[config.mk]
export PLATFORM = sky130hd
export DESIGN_NAME = led_pattern_gen
export DESIGN_NICKNAME = d
export VERILOG_FILES = /design/src/rtl/led_pattern_gen.sv
export SDC_FILE = /design/constraint.sdc
export NUM_CORES = 1
export LEC_CHECK = 0
export CAP_MARGIN = 20
export CORE_MARGIN = 10
export CORE_UTILIZATION = 49
export DETAILED_ROUTE_END_ITERATION = 6
export DONT_BUFFER_PORTS = 1
export PLACE_DENSITY = 0.69
export SLEW_MARGIN = 20
export SYNTH_ARGS = -nofsm -noshare
export SYNTH_HDL_FRONTEND = slang
export SYNTH_SLANG_ARGS = --single-unit
[constraint.sdc]
create_clock -name i_clk -period 2.2 [get_ports i_clk]
set_clock_uncertainty 0.05 [all_clocks]
set_input_delay 0.55 -clock i_clk [delete_from_list [all_inputs] [get_ports i_clk]]
set_output_delay 0.55 -clock i_clk [all_outputs]
set_load 0.005 [all_outputs]
[src/rtl/led_pattern_gen.sv]
// Multi-channel LED pattern driver: OFF / ON / BLINK / BREATHE per channel,
// sharing one tick prescaler and one free-running PWM counter.
module led_pattern_gen #(
  parameter int CHANNELS     = 4,
  parameter int CLK_DIV      = 46875,
  parameter int PWM_W        = 8,
  parameter int RESET_MODE   = 2,
  parameter int RESET_PERIOD = 127
) (
  input  logic                                            i_clk,
  input  logic                                            i_rst_n,
  input  logic                                            i_wr_en,
  input  logic [((CHANNELS > 1) ? $clog2(CHANNELS) : 1)-1:0] i_wr_ch,
  input  logic [1:0]                                      i_wr_mode,
  input  logic [7:0]                                      i_wr_period,
  output logic [CHANNELS-1:0]                             o_led,
  output logic                                            o_tick
);

  localparam int CH_W  = (CHANNELS > 1) ? $clog2(CHANNELS) : 1;
  localparam int PRE_W = $clog2(CLK_DIV);
  localparam logic [PWM_W-1:0] DUTY_MAX = '1;

  typedef enum logic [1:0] {
    MODE_OFF     = 2'd0,
    MODE_ON      = 2'd1,
    MODE_BLINK   = 2'd2,
    MODE_BREATHE = 2'd3
  } mode_t;

  logic [PRE_W-1:0]    r_pre_cnt;
  logic [PWM_W-1:0]    r_pwm_cnt;
  logic                w_tick;
  logic [CHANNELS-1:0] w_led;

  assign w_tick = (r_pre_cnt == PRE_W'(CLK_DIV - 1));

  always_ff @(posedge i_clk or negedge i_rst_n) begin
    if (!i_rst_n) begin
      r_pre_cnt <= '0;
      r_pwm_cnt <= '0;
      o_tick    <= 1'b0;
      o_led     <= '0;
    end else begin
      r_pre_cnt <= w_tick ? '0 : r_pre_cnt + 1'b1;
      r_pwm_cnt <= r_pwm_cnt + 1'b1;
      o_tick    <= w_tick;
      o_led     <= w_led;
    end
  end

  for (genvar gi = 0; gi < CHANNELS; gi++) begin : g_ch
    mode_t            r_mode,   w_mode_next;
    logic [7:0]       r_period, w_period_next;
    logic [7:0]       r_phase,  w_phase_next;
    logic             r_blink,  w_blink_next;
    logic             r_dir,    w_dir_next;
    logic [PWM_W-1:0] r_duty,   w_duty_next;
    logic             w_hit;
    logic             w_step;

    // Out-of-range channel numbers never equal a generated index, so they drop out here.
    assign w_hit  = i_wr_en && (i_wr_ch == CH_W'(gi));
    assign w_step = w_tick && (r_phase == r_period);

    always_comb begin
      w_mode_next   = r_mode;
      w_period_next = r_period;
      w_phase_next  = r_phase;
      w_blink_next  = r_blink;
      w_dir_next    = r_dir;
      w_duty_next   = r_duty;
      if (w_hit) begin
        w_mode_next   = mode_t'(i_wr_mode);
        w_period_next = i_wr_period;
        w_phase_next  = 8'd0;
        w_blink_next  = 1'b0;
        w_dir_next    = 1'b0;
        w_duty_next   = '0;
      end else if (w_tick) begin
        w_phase_next = w_step ? 8'd0 : r_phase + 8'd1;
        if (w_step) begin
          case (r_mode)
            MODE_BLINK: w_blink_next = ~r_blink;
            MODE_BREATHE: begin
              // Direction flips in the same step that reaches an end, so duty never wraps.
              if (!r_dir) begin
                if (r_duty != DUTY_MAX) w_duty_next = r_duty + 1'b1;
                if (r_duty == DUTY_MAX - 1'b1) w_dir_next = 1'b1;
              end else begin
                if (r_duty != '0) w_duty_next = r_duty - 1'b1;
                if (r_duty == PWM_W'(1)) w_dir_next = 1'b0;
              end
            end
            default: ;
          endcase
        end
      end
    end

    always_ff @(posedge i_clk or negedge i_rst_n) begin
      if (!i_rst_n) begin
        r_mode   <= mode_t'(2'(RESET_MODE));
        r_period <= 8'(RESET_PERIOD);
        r_phase  <= 8'd0;
        r_blink  <= 1'b0;
        r_dir    <= 1'b0;
        r_duty   <= '0;
      end else begin
        r_mode   <= w_mode_next;
        r_period <= w_period_next;
        r_phase  <= w_phase_next;
        r_blink  <= w_blink_next;
        r_dir    <= w_dir_next;
        r_duty   <= w_duty_next;
      end
    end

    assign w_led[gi] = (r_mode == MODE_ON)      ? 1'b1 :
                       (r_mode == MODE_BLINK)   ? r_blink :
                       (r_mode == MODE_BREATHE) ? (r_duty > r_pwm_cnt) :
                                                  1'b0;
  end

endmodule

# Yosys cells after proc, flatten, opt, wreduce, memory -nomap -nowiden
# Index checks and enable logic that the tools add are counted.
dict set report op_classes {
  add_sub_neg 14
  n_lt_le_gt_ge 4
  n_eq_ne 36
  mux 97
  n_bitwise 4
  n_reduce_logical 45
}
# operator n
set op_table {}
lappend op_table {{2-to-1 mux 8 bit} 40}
lappend op_table {{adder 8 x 1 -> 8 bit (second input constant)} 9}
lappend op_table {{2-to-1 mux 1 bit} 56}
lappend op_table {{equality test 8 x 1 -> 1 bit (second input constant)} 4}
lappend op_table {{equality test 8 bit} 4}
lappend op_table {{equality test 8 bit (second input constant)} 4}
lappend op_table {{greater-than comparator 8 bit} 4}
lappend op_table {{!= test 8 bit (second input constant)} 4}
lappend op_table {{nonzero test 2 bit} 16}
lappend op_table {{nonzero test 8 bit} 4}
lappend op_table {{subtractor 8 x 1 -> 8 bit (second input constant)} 4}
lappend op_table {{AND reduction 3 bit} 8}
lappend op_table {{equality test 2 bit (second input constant)} 10}
lappend op_table {{AND reduction 5 bit} 4}
lappend op_table {{adder 16 x 1 -> 16 bit (second input constant)} 1}
lappend op_table {{equality test 16 bit (second input constant)} 1}
lappend op_table {{2-to-1 mux 16 bit} 1}
lappend op_table {{!= test 3 x 1 -> 1 bit (second input constant)} 4}
lappend op_table {{nonzero test 3 bit} 4}
lappend op_table {{equality test 2 x 1 -> 1 bit (second input constant)} 5}
lappend op_table {{logical AND 1 bit} 8}
lappend op_table {{NOT 1 bit} 4}
lappend op_table {{logical NOT 2 bit} 1}
dict set report word_totals {
  ff_bits 141
  input_bits 15
  out_inout_bits 5
  elab_cells 228
}

# Logic depth before layout (Yosys ltp)
dict set report logic_depth {
  word_depth 7
  depth_mapped 9
  depth_no_buf 8
}

# Worst setup path after synthesis
# OpenSTA, ideal clock, no wires.
dict set report synth_timing {
  kind {register -> register}
  from {register r_pre_cnt[0]}
  to {register g_ch[3].r_duty[7]}
  setup_time_ns 0.078
  t_arrival_ns 2.238
  required_ns 2.072
  slack_ns -0.166
  stages_incl_launch_ff 8
  path_buffers 0
  synth_period_minus_slack_ns 2.366
  path_cell_list {dfrtp_1 > inv_1 > ha_1 > nor4bb_1 > nand4_2 > or4_4 > or4_1 > a21oi_1}
}
dict set report synth_via {
  elab_chain_cells 4
  elab_cells_between_ends 5
  classes_between {1 x eq/ne; 4 x reduce/logical}
}
# item line_no
set synth_rtl {}
lappend synth_rtl {{start: declaration} 31} ;# logic [PRE_W-1:0] r_pre_cnt;
lappend synth_rtl {{start signal: assignment} 45} ;# r_pre_cnt <= w_tick ? '0 : r_pre_cnt + 1'b1;
lappend synth_rtl {{equality test 16 bit (*)} 36} ;# assign w_tick = (r_pre_cnt == PRE_W'(CLK_DIV - 1));
lappend synth_rtl {{logical AND 1 bit} 64} ;# assign w_step = w_tick && (r_phase == r_period);
lappend synth_rtl {{nonzero test 2 bit (no line)} -}
lappend synth_rtl {{AND reduction 5 bit (no line) (*)} -}
lappend synth_rtl {{end signal: assignment} 115} ;# r_duty <= w_duty_next;
lappend synth_rtl {{end: declaration} 58} ;# logic [PWM_W-1:0] r_duty, w_duty_next;
# Mark *: on every way between the ends. The rest lies on a longest branch, timed or not.
# A chain may end at the register's enable or synchronous reset.

# Worst setup path in the final report
dict set report layout_timing {
  from {register g_ch[3].r_period[0]}
  to {register g_ch[3].r_duty[4]}
}
dict set report layout_via {
  elab_chain_cells 4
}
# item line_no
set layout_rtl {}
lappend layout_rtl {{start: declaration} 54} ;# logic [7:0] r_period, w_period_next;
lappend layout_rtl {{start signal: assignment} 104} ;# r_period <= 8'(RESET_PERIOD);
lappend layout_rtl {{start signal: assignment} 111} ;# r_period <= w_period_next;
lappend layout_rtl {{equality test 8 bit} 64}
lappend layout_rtl {{logical AND 1 bit} 64}
lappend layout_rtl {{nonzero test 2 bit (no line)} -}
lappend layout_rtl {{AND reduction 5 bit (no line)} -}
# No other way between the ends.

==> impl_metrics.tcl <==
set metrics [dict create \
    synth-edff-count 0 \
    grt_use_met3_pct 4.26 \
    drive_above_1_share_pct 20.6 \
    power.static_leakage_uw 0.00478 \
    number_of_distinct_standard_cells_referenced_by_the_synthesized_netlist 61 \
    max-cap-violations 0 \
    ys_async_sr_fraction_pct 100 \
    layout.cells.non_filler 1278 \
    initial_utilization_pct 50.2 \
    port_buffer_count 0 \
    ff2ff_path_depth 6 \
    ir_worst_vdd_mv 0.561 \
    synthToLayoutAreaGrowth_pct 18.9 \
    tritoncts.num_buffers 17 \
    postSynthNetCount 1049 \
    via_count_of_the_first_global_routing_pass 7093 \
    ys_dominant_reg_cell "sky130_fd_sc_hd__dfrtp_1" \
    required_ns 2.51 \
    yosys_register_bits 141 \
    cts_htree_levels 4 \
    clk_transition_reported_paths_ns 0.06 \
    avgViaCountPerCell 5.87 \
    route.detailed.drc 0 \
    ioPinCount 20 \
    final.min_clock_period_ns 2.24 \
    post-dp-hpwl_mm 15.2 \
    holdCritPathClass "input port to asynchronous set/reset pin" \
    fin_ws_ns -0.0375 \
    crit_path_end "g_ch[3].r_duty[4]" \
    crit_path_start_kind "register" \
    detail_route.wirelength_mm 22.4 \
    clk_root_buffer_cell "sky130_fd_sc_hd__clkbuf_16" \
    wire_per_inst_um 17.6 \
    grt_start_max_net_pins 142 \
    outcome "finished, violations left" \
    die_area_mm2 0.0235 \
    routed-via-count 7505 \
    cts_num_sinks 141 \
    yosys_warnings 0 \
    fmaxAchievable_mhz 447 \
    die_width_um 153 \
    critical_path_class "register to register" \
    antenna_cells 0 \
    violations "hold timing, setup timing" \
    globalRoute.busiestLayer "met2" \
    first_pass_grt_wire_length_mm 37.2 \
    source_to_sink_clock_delay_at_the_later_pin_of_the_worst_skew_pair_ns 0.43 \
    max_slew.worst_pin.slew_ns 0.800 \
    timing.critical_path.from "g_ch[3].r_period[0]" \
    finalHoldWorstSlack_ns -0.230 \
    row_count 48 \
    placedCellCount 1238 \
    initial_antenna_violation_count 0 \
    regToRegStartpoint "g_ch[3].r_period[0]" \
    final-setup-viol-count 3 \
    timing.critical_path.slowest_stage_cell "sky130_fd_sc_hd__dfstp_2" \
    worst-r2r-setup-slack_ns -0.04 \
    r2r_end "g_ch[3].r_duty[4]" \
    crit_path_end_kind "register" \
    placed_cell_area_mm2 0.00945 \
    dr.first_iter.drc_count 623 \
    place.gp.congestion 0.867 \
    crit_chain "xnor2_2 > nand4_1 > buf_6 > or4_4 > or4_4 > a21oi_2" \
    timing_max_transition_violations_final 0 \
    gr-usage-all-layers_pct 19.0 \
    critical-path-top-cell-by-count "sky130_fd_sc_hd__or4_4" \
    finalCritPeriodShare_pct 102 \
    rsz0062_at_grt "yes" \
    die_h_um 153 \
    grtUsageMet2_pct 30.1 \
    fillCellCount 1524 \
    met1_usage_pct 25.9 \
    hold_viol 132 \
    length_of_the_first_detailed_routing_pass_in_iterations 5 \
    gr-total-overflow 0 \
    timing.critical_path.slowest_cell_delay_ns 0.56 \
    core_area_mm2 0.0174 \
    post_synth.cell_area_avg_um2 8.94 \
    synth.yosys.seq_area_share_pct 40.9 \
    cts_buffer_depth 2 \
    syn_area_mm2 0.00872 \
    final_net_count 1114 \
    timing.critical_path.arrival_ns 2.54 \
    power_density_mw_per_mm2 611 \
    route.antenna.remaining_nets 0 \
    number_of_cells_produced_by_synthesis 975 \
    cts_tree "built" \
    relSlewSlack_pct 46.6 \
    crit_fanout 5 \
    final_std_cell_area_no_fill_mm2 0.0104 \
]
## placed cells by master (no fill, tap or decap), types with 32 or more instances in the layout
master,synthesis,layout
sky130_fd_sc_hd__a21oi_1,46,41
sky130_fd_sc_hd__nor2_1,41,40
sky130_fd_sc_hd__buf_4,0,72
sky130_fd_sc_hd__ha_1,59,58
sky130_fd_sc_hd__nand3_1,38,36
sky130_fd_sc_hd__dfrtp_1,109,108
sky130_fd_sc_hd__xnor2_1,43,39
sky130_fd_sc_hd__dfstp_2,32,32
sky130_fd_sc_hd__o21ai_0,41,38
sky130_fd_sc_hd__nand2_1,203,202
## report_power, final
part | switching, uW | internal, uW | total, uW | leakage (uW)
registers | 120 | 2810 | 2930 | 0.00178
logic | 268 | 209 | 477 | 0.00272
clock network | 1180 | 1750 | 2930 | 0.000286
total | 1570 | 4760 | 6330 | 0.00478
## per-stage QoR
| step | total power, uW | setup slack [ns] | util (%) | hold slack [ns] | setup TNS, ns |
|---|---|---|---|---|---|
| after floorplan | 3260 | -0.0515 | - | 0.204 | -0.0615 |
| after global placement | 3390 | -0.0966 | 54.4 | 0.213 | -0.245 |
| after detailed placement | 3400 | -0.133 | 54.4 | 0.215 | -0.804 |
| after CTS | 6370 | -0.0219 | 59.0 | -0.245 | -0.0310 |
| after global routing | 6580 | -0.110 | 59.7 | -0.257 | -1.39 |
| final | 6330 | -0.0375 | 59.7 | -0.230 | -0.0883 |
## worst max-delay path: cells and delay by family (launching register included)
family | cells | cell delay [ns]
compound gates | 1 | 0.12
xor+xnor | 1 | 0.12
buf+inv | 1 | 0.16
flops | 1 | 0.56
simple gates | 3 | 1.16
## cells in the mapped netlist, types with 13 or more instances
library cell,number,area share (%)
sky130_fd_sc_hd__nand2_1,203,8.7
sky130_fd_sc_hd__a21oi_1,46,2.6
sky130_fd_sc_hd__nor2_1,41,1.8
sky130_fd_sc_hd__xnor2_1,43,4.3
sky130_fd_sc_hd__nand4_1,30,2.2
sky130_fd_sc_hd__dfrtp_1,109,31
sky130_fd_sc_hd__nand3_1,38,2.2
sky130_fd_sc_hd__o21ai_0,41,2.4
sky130_fd_sc_hd__and3_1,21,1.5
sky130_fd_sc_hd__mux2i_1,14,1.6
sky130_fd_sc_hd__inv_1,25,1.1
sky130_fd_sc_hd__nand2b_1,15,1.1
sky130_fd_sc_hd__dfstp_2,32,9.6
sky130_fd_sc_hd__clkbuf_1,29,1.2
sky130_fd_sc_hd__nor3_1,21,1.2
sky130_fd_sc_hd__nor2b_1,14,1.0
sky130_fd_sc_hd__nor4_1,13,0.93
sky130_fd_sc_hd__ha_1,59,8.5
sky130_fd_sc_hd__a31oi_1,15,1.1
## worst min-delay path by stage
stage               startpoint                 to  slack, ns
floorplan              i_rst_n    g_ch[0].r_blink       0.20
global placement       i_rst_n  g_ch[0].r_duty[2]       0.21
detailed placement     i_rst_n  g_ch[0].r_duty[3]       0.22
CTS                    i_rst_n  g_ch[1].r_duty[1]      -0.24
global route           i_rst_n  g_ch[1].r_duty[1]      -0.26
finish                 i_rst_n  g_ch[0].r_duty[3]      -0.23
## kinds of logic (layout without fill, tap and decap cells)
| logic type | Yosys count | count (layout) | synth area share, % |
|---|---|---|---|
| xor+xnor | 53 | 53 | 5.33 |
| mux | 18 | 18 | 2.12 |
| buf+inv | 61 | 139 | 2.71 |
| compound gates | 157 | 157 | 11.2 |
| fa+ha+maj | 59 | 59 | 8.47 |
| simple gates | 486 | 486 | 29.2 |
| flops | 141 | 141 | 40.9 |
## cell type report
cell class                      instances  area [um2]  area share (%)
Multi-Input combinational cell        773        5140            49.6
Sequential cell                       141        3570            34.4
Timing Repair Buffer                   82         686            6.62
Clock buffer                           21         460            4.44
Tap cell                              225         282            2.72
Clock inverter                         11         135            1.30
Inverter                               25        93.8           0.905
## routing by layer
layer	up-vias	share of wire [%]
met5	-	0
met2	194	47
met3	18	5.3
met1	3672	47
li1	3621	-
met4	0	1.0
## flip-flops by register name, indices dropped and copies added (netlist names)
| register | cells |
|---|---|
| g_ch.r_mode | 8 |
| g_ch.r_period | 32 |
| g_ch.r_blink | 4 |
| o_tick | 1 |
| g_ch.r_phase | 32 |
| r_pwm_cnt | 8 |
| g_ch.r_duty | 32 |
| r_pre_cnt | 16 |
| g_ch.r_dir | 4 |
| o_led | 4 |
## what timing repair did
action                                  in CTS  in global routing
pin swaps                                   13                 15
setup buffers                                3                  1
endpoints found under the hold margin      141                141
resized for setup                           24                 33
endpoints found under the setup margin      25                 49
cloned                                       3                  1
(Power assumes the default switching activity.)
